===== config.mk =====
export PLATFORM = sky130hd
export DESIGN_NAME = pipe_operand_loader
export DESIGN_NICKNAME = d
export VERILOG_FILES = /design/src/rtl/pipe_pkg.sv /design/src/rtl/valid_delay.sv /design/src/rtl/pipe_operand_loader.sv
export SDC_FILE = /design/constraint.sdc
export NUM_CORES = 1
export LEC_CHECK = 0
export ABC_AREA = 1
export BUFFER_PORTS_ARGS = -buffer_cell sky130_fd_sc_hd__buf_2
export CAP_MARGIN = 20
export CORE_MARGIN = 3
export CORE_UTILIZATION = 45
export CTS_CLUSTER_DIAMETER = 80
export DETAILED_ROUTE_END_ITERATION = 8
export PLACE_DENSITY = 0.7
export REMOVE_ABC_BUFFERS = 1
export SLEW_MARGIN = 0
export SYNTH_ARGS = -nofsm -noshare
export SYNTH_HDL_FRONTEND = slang
export SYNTH_SLANG_ARGS = --single-unit

===== constraint.sdc =====
create_clock -name clk -period 2.8 [get_ports clk]
set_input_delay 0.56 -clock clk [delete_from_list [all_inputs] [get_ports clk]]
set_output_delay 0.56 -clock clk [all_outputs]
set_load 0.05 [all_outputs]

===== src/rtl/pipe_pkg.sv =====
// Shared definitions for the operand loader and the downstream
// add/sub/multiply pipeline: data width, pipeline latency and the
// loader state encoding.
package pipe_pkg;

  localparam int N   = 10;
  localparam int LAT = 3;

  typedef enum logic [2:0] {
    LOAD_A = 3'd0,
    LOAD_B = 3'd1,
    LOAD_C = 3'd2,
    LOAD_D = 3'd3,
    ISSUE  = 3'd4
  } ld_state_t;

endpackage


===== src/rtl/valid_delay.sv =====
// LAT-deep shift register that delays a single-bit valid flag by exactly
// LAT clock cycles. Reset empties it, dropping any pulse in flight.
module valid_delay #(
  parameter int LAT = 3
) (
  input  logic clk,
  input  logic rst,
  input  logic din,
  output logic dout
);

  logic [LAT-1:0] sr;

  // Shift the valid flag one stage per cycle; reset discards pending pulses.
  always_ff @(posedge clk or posedge rst) begin
    if (rst) begin
      sr <= '0;
    end else begin
      sr[0] <= din;
      for (int i = 1; i < LAT; i++) begin
        sr[i] <= sr[i-1];
      end
    end
  end

  assign dout = sr[LAT-1];

endmodule


===== src/rtl/pipe_operand_loader.sv =====
// Serial operand loader: collects four words (A, B, C, D) from a single
// input stream and issues them as a registered operand set to the
// downstream pipeline, then flags the pipeline result LAT cycles later.
//
// Handshake: a word is transferred on a rising edge where in_valid and
// in_ready are both 1. in_ready is 1 in every LOAD_* state and 0 in ISSUE
// and while rst is asserted; in_valid may drop for any number of cycles
// without disturbing the loader.
module pipe_operand_loader
  import pipe_pkg::*;
#(
  parameter int N   = pipe_pkg::N,
  parameter int LAT = pipe_pkg::LAT
) (
  input  logic         clk,
  input  logic         rst,
  input  logic         clear,
  input  logic [N-1:0] in_data,
  input  logic         in_valid,
  output logic         in_ready,
  output logic [N-1:0] A,
  output logic [N-1:0] B,
  output logic [N-1:0] C,
  output logic [N-1:0] D,
  output logic         out_valid,
  output logic         f_valid,
  output logic [7:0]   issue_cnt,
  output ld_state_t    state_dbg
);

  ld_state_t    state;
  logic [N-1:0] stage_a;
  logic [N-1:0] stage_b;
  logic [N-1:0] stage_c;
  logic         accept;

  // Ready in any load state; gated by rst so nothing is offered during reset.
  assign in_ready  = !rst && (state != ISSUE);
  assign accept    = in_valid && in_ready;
  assign state_dbg = state;

  // Load FSM: steer accepted words to staging, publish the set on word D.
  // A..D only change at issue so the downstream stages see stable operands.
  always_ff @(posedge clk or posedge rst) begin
    if (rst) begin
      state     <= LOAD_A;
      stage_a   <= '0;
      stage_b   <= '0;
      stage_c   <= '0;
      A         <= '0;
      B         <= '0;
      C         <= '0;
      D         <= '0;
      out_valid <= 1'b0;
      issue_cnt <= 8'd0;
    end else begin
      out_valid <= 1'b0;
      if (clear) begin
        // Drop the partial set and any word offered this cycle.
        state <= LOAD_A;
      end else begin
        case (state)
          LOAD_A: if (accept) begin
            stage_a <= in_data;
            state   <= LOAD_B;
          end
          LOAD_B: if (accept) begin
            stage_b <= in_data;
            state   <= LOAD_C;
          end
          LOAD_C: if (accept) begin
            stage_c <= in_data;
            state   <= LOAD_D;
          end
          LOAD_D: if (accept) begin
            A         <= stage_a;
            B         <= stage_b;
            C         <= stage_c;
            D         <= in_data;
            out_valid <= 1'b1;
            issue_cnt <= issue_cnt + 8'd1;
            state     <= ISSUE;
          end
          ISSUE:   state <= LOAD_A;
          default: state <= LOAD_A;
        endcase
      end
    end
  end

  // Result-valid tracker: the issue pulse re-emerges LAT cycles later.
  valid_delay #(
    .LAT (LAT)
  ) u_valid_delay (
    .clk  (clk),
    .rst  (rst),
    .din  (out_valid),
    .dout (f_valid)
  );

endmodule

==> results of run 1 <==
power by group:
part           internal (mW)  switching, mW
Combinational          0.458           1.53
Sequential              1.69          0.272
Clock                  0.549          0.424
worst min-delay path by stage:
stage,to,slack [ns],depth (start not counted)
after floorplan,u_valid_delay.sr[1],0.33,0
after global placement,u_valid_delay.sr[1],0.34,0
after detailed placement,u_valid_delay.sr[2],0.35,0
after CTS,u_valid_delay.sr[1],0.37,0
after global routing,u_valid_delay.sr[1],0.38,0
final,u_valid_delay.sr[2],0.36,0
metal layers:
layer	up-vias	track usage, %	part of all wire [%]
li1	1386	-	-
met3	5	6.09	5.3
met5	-	0	0
met4	0	6.14	1.0
met2	78	31.3	49
met1	1337	26.2	45
area by class of cell:
| class | instances | area share (%) |
|---|---|---|
| multi-input combinational | 268 | 28.7 |
| sequential | 85 | 51.0 |
| clock inverter | 4 | 1.68 |
| tap | 99 | 2.97 |
| clock buffer | 12 | 3.72 |
| inverter | 26 | 2.37 |
| timing repair buffer | 74 | 9.60 |
kinds of logic (layout without fill, tap and decap cells):
group / count (synthesis) / after routing
AOI/OAI and AO/OA: 26 / 26
xor gates and xnor gates: 3 / 3
adders and majority gates: 1 / 1
buffers and inverters: 43 / 116
DFF: 85 / 85
and+or+nand+nor: 238 / 238
through the flow:
step | util, % | total power, mW | cells | hold WS, ns
final | 56.3 | 4.91 | 568 | 0.361
after CTS | 56.0 | 4.96 | 567 | 0.370
after global placement | 53.0 | 3.92 | 551 | 0.337
after floorplan | - | 3.45 | 379 | 0.331
after global routing | 56.3 | 5.22 | 568 | 0.380
after detailed placement | 53.0 | 3.98 | 551 | 0.351
worst reg2reg max path, stage by stage (launching register included):
cell and delay, ns:
dfrtp_1 0.67, inv_1 0.35, nand3_1 0.17, buf_4 0.20, clkinv_1 0.28, nand3_1 0.19
nand2_1 0.08
cell usage in the layout, fill, tap and decap left out, drive strengths merged:
cell	instances
o211ai	1
nand3	18
bufinv	2
clkbuf	12
o21ai	14
nand3b	1
dfrtp	85
nor2	5
xor2	2
buf	74
nand2	190
nand4	22
xnor2	1
a21oi	1
o21bai	10
nor3	2
clkinv	4
inv	24
ha	1
registers in the layout (all words and copies together) (netlist names):
signal / cells
A: 10
B: 10
C: 10
D: 10
issue_cnt: 8
out_valid: 1
stage_a: 10
stage_b: 10
stage_c: 10
state_dbg: 3
u_valid_delay.sr: 3
==> qor.txt, run 1 <==
=======================================================================================
Synth Instances                                                                     396
Sum Neg Setup Slack                                                                0 ns
Class of the most critical hold timing path                                flop to flop
Die X                                                                      94.2 microns
Initial standard-cell utilization of the core                                     47.2%
Sequential Area                                                            0.00213 sq mm
Critical setup path kind                                                   flop to primary output
Critical register-to-register path endpoint                                  stage_b[9]
Cell family contributing the most delay on the critical path                 flip-flops
Vertical die dimension                                                     94.2 microns
Pin count of the biggest net entering global routing                                 86
Final period util                                                                 74.9%
Required time at the worst-slack endpoint                                       2.24 ns
Slew at the pin with the worst max-slew slack                                  0.656 ns
Sequential share of the synthesized area                                          60.8%
Start point of the critical path                                           state_dbg[1]
Total Die Area                                                             0.00887 sq mm
Synth Area in Adders                                                             0.358%
Placed Area                                                                0.00393 sq mm
Area Overhead vs Synth                                                            19.2%
Gr usage total                                                                    19.8%
Largest cells by area after synthesis                                      dfrtp_1 61%, nand2_1 20%, nand4_1 3.9%
Final routed wirelength across all metal layers                                 7.93 mm
Total clock sinks                                                                    85
Post-synthesis instance area                                               0.00350 sq mm
Crit path buf inv count                                                               1
Clock insertion delay at the later pin of the skew report                       0.35 ns
Logic depth of the worst register-to-register path                                    6
Number of buffers created by CTS                                                      9
Fill cell instance count of the final layout                                        676
Crit-path max cell delay                                                        0.67 ns
DRC Markers                                                                           0
CTS root buffer                                                                clkbuf_8
Post-route ant nets                                                                   0
Compound-cell area share of the yosys netlist                                     4.90%
Average size of a mapped cell                                                8.83 sq um
Cell Chain, Critical Path                                                  nor2_1 -> a21oi_1 -> buf_2
Vias per std cell                                                                  4.94
Global-route wire length before repair                                          13.4 mm
Critical Path AT                                                                1.54 ns
CP Max Fanout                                                                        16
R2R Setup Slk                                                                   0.76 ns
Cell type with the largest total area after synthesis                           dfrtp_1
Number of cells on the critical path                                                  3
Yosys warning count                                                                   0
Max-capacitance violation count                                                       0
Final critical delay including setup and external delays                        2.10 ns
Core area                                                                  0.00741 sq mm
Post-synthesis simple-gate area fraction                                          27.9%
CTS HTree Levels                                                                      3
Capturing element type of the critical path                                primary output
Number of buffers inserted to repair setup after CTS                                  0
Crit start category                                                                flop
Count of pins over their slew limit                                                   0
Via Count                                                                         2,806
Maximum achievable frequency                                                    477 MHz
CTS clk-pin slew, worst paths                                                   0.08 ns
Design area                                                                0.00417 sq mm
Antenna diodes                                                                        0
Number of register bits inferred by synthesis                                        85
Area of combinational cells with multiple inputs                           0.00119 sq mm
Lkg Pwr                                                                         2.36 nW
HP Start                                                                   u_valid_delay.sr[1]
Count of unique library cells instantiated by Yosys                                  21
Number of detailed-routing iterations run before antenna repair                       5
Post-synthesis xor/xnor area fraction                                            0.751%
TritonCTS clock tree                                                                yes
Share of cells above drive strength 1                                             20.7%
Ports                                                                                68
Number of violations reported at the end of detailed-routing iteration 0            163
Setup repair after global routing missed its margin                                  no
Hold buffers post-CTS                                                                 0
Timing endpoint of the critical path                                           in_ready
Pwr dens                                                                   1180 mW/mm^2
Setup slack at placement                                                       0.717 ns
Grt total ovfl                                                                        0
Dominant register cell in the synthesized netlist                               dfrtp_1
Detailed-route wire length per cell                                        14.0 microns
Clk buf depth                                                                         2
Nets@finish                                                                         479
Global placement routability congestion                                           0.774
Fraction of post-synthesis cell area in the top cell type by area                 60.8%
Final worst slack                                                              0.704 ns
Via count of the first global-routing pass                                        2,703
Skew final                                                                   0.00684 ns
Async S/R FF share, synth                                                          100%
Relative slew slack                                                               56.2%
Number of enable flip-flop cells after synthesis                                      0
Status                                                                     complete, no violations
Critical path's slowest cell                                                    dfrtp_1
Most numerous cell in the Yosys netlist                                         nand2_1
Source of the worst register-to-register timing path                       state_dbg[1]
Antenna violations before repair                                                      0
Final Hold Vio Count                                                                  0
Row cnt                                                                              31
Dominant combinational cell family by area after synthesis                 simple AND/OR/NAND/NOR gates
Final-report setup violation count                                                    0
Worst vdd ir                                                                     651 uV
Post_cts resized                                                                      0
Commonest cells in the synthesized netlist                                 190 x nand2_1, 85 x dfrtp_1, 22 x nand4_1
Placed wire-length estimate after detailed placement                            5.30 mm
Total of buffers placed on input and output ports                                    67
Mux share of post-synthesis cell area                                                0%
=======================================================================================
No activity file was read; power rests on OpenSTA's default activity.
==> run 2: changes to the inputs <==
==> constraint.sdc (replaced) <==
create_clock -name clk -period 1.9 [get_ports clk]
set_input_delay 0.38 -clock clk [delete_from_list [all_inputs] [get_ports clk]]
set_output_delay 0.38 -clock clk [all_outputs]
set_load 0.05 [all_outputs]
==> run 2 against run 1 <==
Worst setup slack lost 0.54 ns. Sequential cell count stayed put. Via count grew 2.2%. Clock power rose by 46%. Critical path type unchanged. Largest power group unchanged. Highest routed layer unchanged.
==> qor.txt, run 2 (synthesized netlist as in run 1, its figures left out) <==
=======================================================================================
Status                                                                     complete, no violations
Row cnt                                                                              31
Cell internal pwr                                                               3.97 mW
Required time at the worst-slack endpoint                                       1.52 ns
Clock insertion delay at the later pin of the skew report                       0.34 ns
Pin count of the biggest net entering global routing                                 68
Pwr dens                                                                   1720 mW/mm^2
Capturing element type of the critical path                                primary output
Number of violations reported at the end of detailed-routing iteration 0            173
Commonest cells after routing, fill and taps aside                         189 x nand2_1, 84 x dfrtp_1, 67 x buf_2
Slew at the pin with the worst max-slew slack                                  0.824 ns
Global-route wire length before repair                                          13.0 mm
Antenna violations before repair                                                      0
Global placement routability congestion                                           0.811
Vias per std cell                                                                  5.03
Share of cells above drive strength 1                                             21.4%
Total Die Area                                                             0.00887 sq mm
Lkg Pwr                                                                         2.37 nW
Cell family contributing the most delay on the critical path                 flip-flops
Number of buffers created by CTS                                                      9
Count of pins over their slew limit                                                   0
Final critical delay including setup and external delays                        1.74 ns
Final worst slack                                                              0.159 ns
Logic gate share of total power                                                   40.7%
Final period util                                                                 91.6%
Cell Chain, Critical Path                                                  nor2_1 -> a21oi_1 -> buf_2
CTS clk-pin slew, worst paths                                                   0.08 ns
Critical setup path kind                                                   flop to primary output
Skew final                                                                   0.00720 ns
Ports                                                                                68
Register share of total power                                                     39.6%
DRC Markers                                                                           0
Antenna diodes                                                                        0
Final-report setup violation count                                                    0
Placed wire-length estimate after detailed placement                            5.23 mm
Utilization after layout                                                          56.7%
Final Hold Vio Count                                                                  0
Final routed wirelength across all metal layers                                 7.53 mm
Maximum achievable frequency                                                    574 MHz
Crit-path max cell delay                                                        0.47 ns
Core area                                                                  0.00741 sq mm
Number of detailed-routing iterations run before antenna repair                       4
Critical path's slowest cell                                                    dfrtp_1
Switching power summed over all nets                                            3.24 mW
TritonCTS clock tree                                                                yes
Nets@finish                                                                         482
Sum Neg Setup Slack                                                                0 ns
Total clock sinks                                                                    85
Area Overhead vs Synth                                                            20.0%
Vertical die dimension                                                     94.2 microns
Via Count                                                                         2,868
Detailed-route wire length per cell                                        13.2 microns
Critical Path AT                                                                1.36 ns
CTS root buffer                                                                clkbuf_8
Die X                                                                      94.2 microns
CP Max Fanout                                                                         6
Fin cells                                                                           570
Worst vdd ir                                                                    1010 uV
Max-capacitance violation count                                                       0
Setup repair after global routing missed its margin                                  no
Cell count after placement                                                          555
Relative slew slack                                                               45.0%
Gr usage total                                                                    18.9%
Class of the most critical hold timing path                                input port to asynchronous set/reset pin
Grt total ovfl                                                                        0
Setup slack at placement                                                       0.202 ns
Total of buffers placed on input and output ports                                    67
Crit start category                                                                flop
Via count of the first global-routing pass                                        2,774
CTS HTree Levels                                                                      3
Switch share                                                                      44.9%
Post-route ant nets                                                                   0
Initial standard-cell utilization of the core                                     47.2%
Crit path buf inv count                                                               1
Fraction of power consumed by the clock network                                   19.7%
Clk buf depth                                                                         2
Commonest non-fill, non-tap cell in the layout                                  nand2_1
=======================================================================================
-- run 2: cell type report --
cell class	count	area, sq um
tap	99	124
fill	700	3210
clock inverter	3	68.8
inverter	26	98.8
sequential	85	2130
timing repair buffer	77	423
clock buffer	12	155
multi-input combinational	268	1200
-- run 2: metal layers --
metal | up-vias | part of all wire (%) | GRT usage, %
met1 | 1374 | 47 | 25.7
met3 | 12 | 5.3 | 4.09
met5 | - | 0 | 0
met2 | 84 | 46 | 29.1
met4 | 0 | 1.6 | 8.18
li1 | 1398 | - | -
-- run 2: worst paths after layout --
path                                startpoint             endpoint  slack, ns  cells after the start
setup / recovery                  state_dbg[0]             in_ready       0.16                      3
setup reg to reg                  state_dbg[2]           stage_c[1]       0.30                      6
min in group clk                    in_data[1]                 D[1]       0.31                      3
hold reg to reg            u_valid_delay.sr[1]  u_valid_delay.sr[2]       0.35                      0
max in group asynchronous                  rst         state_dbg[1]       1.00                      3
hold / removal                             rst           stage_b[0]       0.10                      3
-- run 2: power groups by stage --
| stage | Clock (mW) | Combinational (mW) | Sequential [mW] |
|---|---|---|---|
| floorplan | 0 | 0.733 | 4.35 |
| global placement | 0 | 2.92 | 2.87 |
| detailed placement | 0 | 2.95 | 2.89 |
| CTS | 1.45 | 2.96 | 2.86 |
| global route | 1.53 | 3.17 | 2.95 |
| finish | 1.42 | 2.93 | 2.86 |
-- run 2: worst register-to-register path, cell delays in order (launching register included) --
cell and delay, ns:
dfrtp_1 0.45, inv_2 0.10, o211ai_4 0.08, buf_4 0.28, nand3_1 0.36, nand2_1 0.17
nand2_1 0.06
-- run 2: stage by stage --
stage	hold WS (ns)	total power, mW	cell area (sq um)
final	0.102	7.21	4200
after global routing	0.119	7.65	4200
after CTS	0.0959	7.28	4190
after detailed placement	0.338	5.84	3970
after global placement	0.337	5.79	3970
after floorplan	0.331	5.08	3410
-- run 2: what timing repair did --
item | in CTS | in global routing
hold buffers | 0 | 0
setup endpoints to repair | 0 | 10
buffers inserted | 0 | 0
resized for setup | 0 | 2
